**config.mk**
```make
export PLATFORM = sky130hd
export DESIGN_NAME = pool_layer_scheduler
export DESIGN_NICKNAME = d
export VERILOG_FILES = /design/src/rtl/pool_layer_scheduler.sv
export SDC_FILE = /design/constraint.sdc
export NUM_CORES = 1
export LEC_CHECK = 0
export ABC_CLOCK_PERIOD_IN_PS = 3050
export BUFFER_PORTS_ARGS = -buffer_cell sky130_fd_sc_hd__buf_2
export CELL_PAD_IN_SITES_DETAIL_PLACEMENT = 1
export CELL_PAD_IN_SITES_GLOBAL_PLACEMENT = 2
export CORE_MARGIN = 1.5
export CORE_UTILIZATION = 36
export CTS_BUF_LIST = sky130_fd_sc_hd__clkbuf_8
export DETAILED_ROUTE_END_ITERATION = 16
export PLACE_DENSITY = 0.89
export SYNTH_ARGS = -nofsm -noshare
export SYNTH_HDL_FRONTEND = slang
export SYNTH_SLANG_ARGS = --single-unit
```
**constraint.sdc**
```tcl
create_clock -name clk -period 3.05 [get_ports clk]
set_input_delay 0.305 -clock clk [delete_from_list [all_inputs] [get_ports clk]]
set_output_delay 0.305 -clock clk [all_outputs]
set_load 0.01 [all_outputs]
```
**src/rtl/pool_layer_scheduler.sv**
```systemverilog
// Layer sequencer for the 2x2 max-pooling engine.
// Walks channel groups: load, start, count saves, check.
module pool_layer_scheduler #(
  parameter int unsigned NUM_GROUPS     = 4,
  parameter int unsigned POOL_WIDTH     = 16,
  parameter int unsigned TIMEOUT_CYCLES = 1024
) (
  input  logic        clk,
  input  logic        rst,
  input  logic        start,
  output logic        load_req,
  input  logic        load_done,
  output logic [15:0] group_sel,
  output logic        pool_start,
  input  logic        pool_save_enable,
  input  logic        pool_done,
  output logic        busy,
  output logic        layer_done,
  output logic        err_count,
  output logic        err_timeout,
  output logic [15:0] save_total
);

  localparam int unsigned WD_W =
    (TIMEOUT_CYCLES > 1) ? $clog2(TIMEOUT_CYCLES) : 1;

  localparam logic [WD_W-1:0] WD_LAST =
    WD_W'(TIMEOUT_CYCLES - 1);

  localparam logic [31:0] EXP_SAVES =
    32'((POOL_WIDTH / 2) * (POOL_WIDTH / 2));

  localparam logic [15:0] LAST_GROUP =
    16'(NUM_GROUPS - 1);

  typedef enum logic [2:0] {
    IDLE,
    LOAD,
    START,
    RUN,
    CHECK,
    DONE
  } state_t;

  state_t          state;
  logic [WD_W-1:0] watchdog;

  // Handshake outputs decode the state register only
  assign load_req   = (state == LOAD);
  assign pool_start = (state == START);
  assign busy       = (state != IDLE);
  assign layer_done = (state == DONE);

  always_ff @(posedge clk) begin
    if (rst) begin
      state       <= IDLE;
      group_sel   <= '0;
      err_count   <= 1'b0;
      err_timeout <= 1'b0;
      save_total  <= '0;
      watchdog    <= '0;
    end else begin
      unique case (state)
        IDLE: begin
          if (start) begin
            state       <= LOAD;
            group_sel   <= '0;
            err_count   <= 1'b0;
            err_timeout <= 1'b0;
            save_total  <= '0;
          end
        end
        LOAD: begin
          if (load_done) state <= START;
        end
        START: begin
          save_total <= '0;
          watchdog   <= '0;
          state      <= RUN;
        end
        RUN: begin
          if (pool_save_enable &&
              save_total != 16'hFFFF)
            save_total <= save_total + 16'd1;
          watchdog <= watchdog + WD_W'(1);
          // A done on the last allowed cycle beats the hang
          if (pool_done) begin
            state <= CHECK;
          end else if (watchdog == WD_LAST) begin
            err_timeout <= 1'b1;
            state       <= DONE;
          end
        end
        CHECK: begin
          if ({16'd0, save_total} != EXP_SAVES)
            err_count <= 1'b1;
          if (group_sel == LAST_GROUP) begin
            state <= DONE;
          end else begin
            group_sel <= group_sel + 16'd1;
            state     <= LOAD;
          end
        end
        DONE: begin
          state <= IDLE;
        end
        default: begin
          state <= IDLE;
        end
      endcase
    end
  end

endmodule

```
==> metrics.md, run 1 <==
| Metric | Value |
|---|---|
| Max Fclk | `0.428 GHz` |
| Placed insts | `454` |
| CTS clk-pin slew, worst paths | `0.09 ns` |
| Num CTS Buffers | `5` |
| CTS tree | `done` |
| Crit path max fanout | `19` |
| Syn avg cell area | `about 7.8 um2` |
| Initial antenna violation count | `0` |
| Clock Latency Late Sink | `0.31 ns` |
| Crit end category | `flip-flop` |
| Post-Synth Adder-Cell Area | `0.0194` |
| Post-route ant nets | `0` |
| Compound-Gate Fraction of Synth Area | `0.243` |
| Final #Nets | `around 380` |
| Dpl ws | `0.744 ns` |
| Worst Path Arrival | `between 2 and 3 ns` |
| Setup Fix Bufs, Post-CTS | `0` |
| RSZ-0062 raised after global routing | `no` |
| CP cell instances | `and3b_1 -> nand2_1 -> nor2_2 -> a41oi_1 -> a311oi_1` |
| Combinational family with the most area after synthesis | `simple AND/OR/NAND/NOR gates` |
| Mapped Area | `0.00258 mm2` |
| Rel. slew slack | `0.560` |
| Crit Path Category | `flip-flop to flip-flop` |
| Post-route DRC | `0` |
| Final setup TNS | `0 ns` |
| Drt first-iter violations | `110` |
| Vias in the first global route | `roughly 2600` |
| Sequential-to-total area share from yosys stat | `0.365` |
| Startpoint Class | `flip-flop` |
| Clk root buf | `clkbuf_8` |
| Reg2Reg Launch Point | `state[0]` |
| CTS hold repair buffers | `0` |
| Synth warnings | `0` |
| Placement Rows | `30` |
| Setup violators final | `0` |
| Simple-gate share of the synthesized area | `0.317` |
| Via density | `between 5 and 6` |
| XOR/XNOR share of the synthesized area | `0` |
| Most used DFF post-synth | `dfxtp_1` |
| Post-synthesis instance total | `329` |
| Max-cap check violation count | `0` |
| Fill count | `883` |
| Synth unique cells | `54` |
| Final GP Congestion | `0.876` |
| Ant diodes | `0` |
| Final worst setup slack | `0.713 ns` |
| Largest net degree at the start of global routing | `34` |
| WP data required | `3.26 ns` |
| Drt pass-1 iters | `4` |
| Min-delay worst type | `primary input to flip-flop` |
| Leakage power | `1.04 nW` |
| Worst hold stages | `2` |
| Slowest-stage cell, CP | `dfxtp_1` |
| # H-tree levels | `2` |
| EDFF count, synth | `0` |
| Final std cells w/o fill | `462` |
| Routed length per instance | `17.0 um` |
| Detailed Route WL | `7.88 mm` |
| Reg2reg path depth | `5` |
| First-pass GRT wire length | `12.8 mm` |
| Worst vdd ir | `about 200 uV` |
| Crit path time final | `2.34 ns` |
| Final Cycle Share | `0.766` |
| PD cells | `415 mW/mm2` |
| Hold_sp | `pool_done` |
| Chip width | `87.7 um` |
| Critical R2R Capture | `save_total[5]` |
| Clock skew | `0.0149 ns` |
| Sink Count | `47` |
| Die height | `87.7 um` |
| Core area | `0.00687 mm2` |
| Effective utilization at floorplan | `0.376` |
| Max-slew violation count | `0` |
| Post-DP HPWL | `5.56 mm` |
| CTS resizes | `0` |
| Vias | `2698` |
| Hold Slack | `0.238 ns` |
| Share of layout cells above drive strength 1 | `0.172` |
| Mux cell area share after synthesis | `0.00824` |
| Area Growth Syn to Fin | `15.0%` |
| Fin. Hold Viols | `0` |
| Post-synth ARST share | `0` |
| DP Area | `0.00285 mm2` |
| Grt ovf | `0` |
| Flop and latch count out of synthesis | `47` |
| Run status | `complete, no violations` |
| Worst R2R Setup Slack | `just over 0.7 ns` |
| GRT Overall Usage | `0.209` |
| Worst path max stage delay | `about 0.75 ns` |
| Syn nets | `339` |
| Worst slew pin tran | `about 0.65 ns` |
| Post-route cell area | `between 0.002 and 0.003 mm2` |
| Hold path endpoint | `err_timeout` |
| Max Root-Sink Buffers | `2` |
| Die Footprint | `0.00768 mm2` |
| IO Pins | `44` |
| Port Buffers | `43` |
==> where the power goes <==
group,switching [mW],internal [mW]
clock network,0.233,0.247
registers,0.0147,0.617
logic,0.0838,0.0356
total,0.332,0.900
==> worst max-delay path: cells and delay by family (launching register included) <==
family,cells,cell delay (ns)
AO/OA/AOI/OAI,2,0.42
flip-flops,1,0.75
AND/OR/NAND/NOR,3,1.06
==> final cells by class <==
| type | count | area [um2] | area share |
|---|---|---|---|
| Clock buffer | 5 | 68.8 | 0.0232 |
| Clock inverter | 3 | 46.3 | 0.0156 |
| Inverter | 12 | 45.0 | 0.0152 |
| Multi-Input combinational cell | 254 | 1520 | 0.511 |
| Sequential cell | 47 | 941 | 0.317 |
| Tap cell | 96 | 120 | 0.0405 |
| Timing Repair Buffer | 45 | 230 | 0.0776 |
==> Yosys cell counts, types with 7 or more instances <==
library cell  instances  share of area
nor3_1               13          0.025
nand4_1              11          0.027
a21oi_1              34          0.066
clkbuf_1             12          0.017
or4_1                 9          0.026
nand2_1              28          0.041
a31oi_1               7          0.017
nand3_1              20          0.039
inv_1                11          0.016
nor2_1               28          0.041
dfxtp_1              47           0.36
o21ai_0              17          0.033
==> through the flow <==
stage / power (mW) / utilization
6_report: 1.23 / 0.432
5_1_grt: 1.27 / 0.432
4_1_cts: 1.24 / 0.432
3_5_place_dp: 0.764 / 0.415
3_3_place_gp: 0.762 / 0.415
2_1_floorplan: 0.731 / -
==> sequential cells by signal, summed over array words and instances, names as in the netlist <==
name	count
save_total	16
watchdog	10
group_sel	16
err_count	1
state	3
err_timeout	1
==> worst max-delay path by stage <==
stage / slack (ns) / startpoint / to / cells past startpoint
2_1_floorplan: 1.24 / group_sel[0] / group_sel[7] / 7
3_3_place_gp: 0.86 / group_sel[0] / group_sel[7] / 6
3_5_place_dp: 0.74 / group_sel[0] / group_sel[7] / 6
4_1_cts: 0.70 / state[0] / save_total[5] / 5
5_1_grt: 0.48 / state[0] / save_total[5] / 5
6_report: 0.71 / state[0] / save_total[5] / 5
==> placed cells by master, fill, tap and decap left out, types with 4 or more instances in the layout <==
cell	count
o31ai_1	5
a21oi_1	34
or3_1	5
a21o_1	5
ha_1	4
clkbuf_8	5
dfxtp_1	47
a31oi_1	7
nor3_1	13
nand3_1	20
o21ai_0	17
nor2_1	28
or4_1	9
and4_1	4
buf_2	43
and2_1	5
nor4_1	6
nand2_1	28
nand4_1	11
inv_1	11
==> logic make-up (layout without fill, tap and decap cells) <==
logic type                 count (synthesis)  after routing
AOI/OAI and AO/OA                         98             98
muxes                                      2              2
adders and majority gates                  4              4
buffers and inverters                     28             65
DFF                                       47             47
and+or+nand+nor                          150            150
==> layer usage <==
metal	wire, um	track usage	up-vias
li1	-	-	1328
met1	3860	0.295	1307
met2	3600	0.339	59
met3	382	0.0339	4
met4	36	0.0361	0
met5	0	0	-
Note: power is estimated with default switching activity, not from simulation.
==> run 2: changes to the inputs <==
ABC_CLOCK_PERIOD_IN_PS = 2200   (was 3050)
CORE_UTILIZATION = 33   (was 36)
PLACE_DENSITY = 0.83   (was 0.89)
clock period = 2.2 ns   (was 3.05 ns; I/O delays follow)
==> metrics.md, run 2 (synthesized netlist as in run 1, its figures left out) <==
| Metric | Value |
|---|---|
| Critical R2R Capture | `group_sel[7]` |
| Port Buffers | `43` |
| Met2 Track Usage GR | `0.323` |
| Leakage power | `approximately 1.1 nW` |
| Multi-input logic area | `approximately 0.0015 mm2` |
| Worst vdd ir | `241 uV` |
| Ant diodes | `0` |
| Sink Count | `47` |
| Die Footprint | `0.00836 mm2` |
| Post-Route Utilization | `0.398` |
| Most frequent cells in the layout | `dfxtp_1, buf_2, a21oi_1` |
| Met1 Usage GRT | `0.287` |
| Top flop regs | `group_sel x16, save_total x16, watchdog x10` |
| Crit path time final | `2.03 ns` |
| Detailed Route WL | `8.12 mm` |
| Fill count | `983` |
| Largest net degree at the start of global routing | `20` |
| Routed length per instance | `16.9 um` |
| Final Cycle Share | `0.921` |
| RSZ-0062 raised after global routing | `no` |
| Clk root buf | `clkbuf_8` |
| CTS tree | `done` |
| Min-delay worst type | `primary input to flip-flop` |
| Worst Path Arrival | `2.21 ns` |
| Max Fclk | `~0.49 GHz` |
| Clock power frac | `0.322` |
| Max-slew violation count | `0` |
| Post-route ant nets | `0` |
| Flop pwr share | `0.557` |
| Vias | `approximately 2700` |
| Final #Nets | `390` |
| Startpoint Class | `flip-flop` |
| Num CTS Buffers | `5` |
| Setup violators final | `0` |
| Area Growth Syn to Fin | `18.1%` |
| Crit path max fanout | `14` |
| Comb pwr share | `0.121` |
| Rel. slew slack | `0.606` |
| Core area | `0.00765 mm2` |
| CTS hold repair buffers | `0` |
| Run status | `complete, no violations` |
| WP data required | `roughly 2.4 ns` |
| Switch share | `0.279` |
| Clock skew | `about 0.0044 ns` |
| Initial antenna violation count | `0` |
| Drt pass-1 iters | `4` |
| Crit end category | `flip-flop` |
| First-pass GRT wire length | `between 10 and 15 mm` |
| Psw | `435 uW` |
| Final setup TNS | `0 ns` |
| Global route hottest layer | `met2` |
| Chip width | `91.4 um` |
| Drt first-iter violations | `between 100 and 150` |
| Placement Rows | `32` |
| Via density | `5.68` |
| Max Root-Sink Buffers | `2` |
| Post-route DRC | `0` |
| Worst slew pin tran | `0.587 ns` |
| Reg2reg path depth | `7` |
| Effective utilization at floorplan | `0.337` |
| Clock Latency Late Sink | `approximately 0.30 ns` |
| Reg2Reg Launch Point | `group_sel[1]` |
| Die height | `91.4 um` |
| CTS clk-pin slew, worst paths | `approximately 0.090 ns` |
| Worst hold stages | `2` |
| Most common cell after layout, fill and taps aside | `dfxtp_1` |
| Max-cap check violation count | `0` |
| Total Power | `between 1.5 and 2 mW` |
| Vias in the first global route | `between 2000 and 3000` |
| Hold path endpoint | `err_timeout` |
| Crit Path Category | `flip-flop to flip-flop` |
| Grt ovf | `0` |
| IO Pins | `44` |
| Post-DP HPWL | `6.01 mm` |
| GRT Overall Usage | `0.203` |
| Hold_sp | `pool_done` |
| Worst R2R Setup Slack | `0.17 ns` |
| # H-tree levels | `2` |
| Reg area | `941 um2` |
| PD cells | `513 mW/mm2` |
| Final GP Congestion | `0.791` |
| Pint | `1.13 mW` |
| Fin. Hold Viols | `0` |
| Share of layout cells above drive strength 1 | `0.201` |
| Met3 Use GR | `0.0310` |
[run 2: cell count changes in the layout (fill, tap and decap cells not counted)]
cell        before  now
clkinvlp_4       1    0
a41o_1           1    0
buf_4            2   17
inv_6            1    0
bufinv_16        1    0
inv_1           11   12
a41o_2           0    1
[run 2: repair_timing]
item / 4_1_cts / 5_1_grt
endpoints found under the hold margin: 0 / 0
setup endpoints to repair: 0 / 1
buffers inserted: 0 / 0
resized for setup: 0 / 1
[run 2: routing by layer]
metal | up-vias | share of wire
li1 | 1351 | -
met1 | 1336 | 0.51
met2 | 41 | 0.46
met3 | 6 | 0.028
met4 | 0 | 0.0084
met5 | - | 0
[run 2: power by group through the flow]
stage               registers (mW)  logic, mW  clock network [mW]
global placement             0.890      0.184                   0
finish                       0.870      0.190               0.504
CTS                          0.870      0.190               0.521
detailed placement           0.890      0.189                   0
floorplan                    0.881      0.133                   0
global route                 0.872      0.210               0.559
[run 2: layout make-up]
type | count | share of cell area
flip-flops and latches | 47 | 0.309
inverters | 12 | 0.0148
well taps | 102 | 0.0419
clock inverters | 1 | 0.00123
clock buffers | 5 | 0.0226
multi-input cells | 254 | 0.498
repair buffers | 60 | 0.113
[run 2: how the worst max path moves through the flow]
stage,endpoint,startpoint,slack (ns),cells past startpoint
finish,group_sel[7],group_sel[1],0.17,7
global route,group_sel[15],group_sel[1],0.02,7
CTS,save_total[15],save_total[1],0.16,7
detailed placement,save_total[15],save_total[1],0.18,7
global placement,group_sel[11],state[2],0.29,5
floorplan,group_sel[7],group_sel[0],0.39,7
[run 2: per-stage QoR]
| stage | cells | instance area, um2 | hold slack (ns) | setup slack [ns] |
|---|---|---|---|---|
| final | 481 | 3050 | 0.146 | 0.173 |
| after global routing | 481 | 3050 | 0.138 | 0.0189 |
| after CTS | 481 | 3050 | 0.136 | 0.164 |
| after detailed placement | 475 | 2970 | 0.458 | 0.185 |
| after global placement | 475 | 2970 | 0.462 | 0.294 |
| after floorplan | 329 | 2580 | 0.323 | 0.387 |
[run 2: critical path, cell delays in order, from the launching register on]
cell	delay [ns]
dfxtp_1	0.41
ha_1	0.21
nor4b_1	0.39
nand4_1	0.28
a21oi_2	0.20
buf_4	0.19
o21ai_0	0.09
a21boi_1	0.12
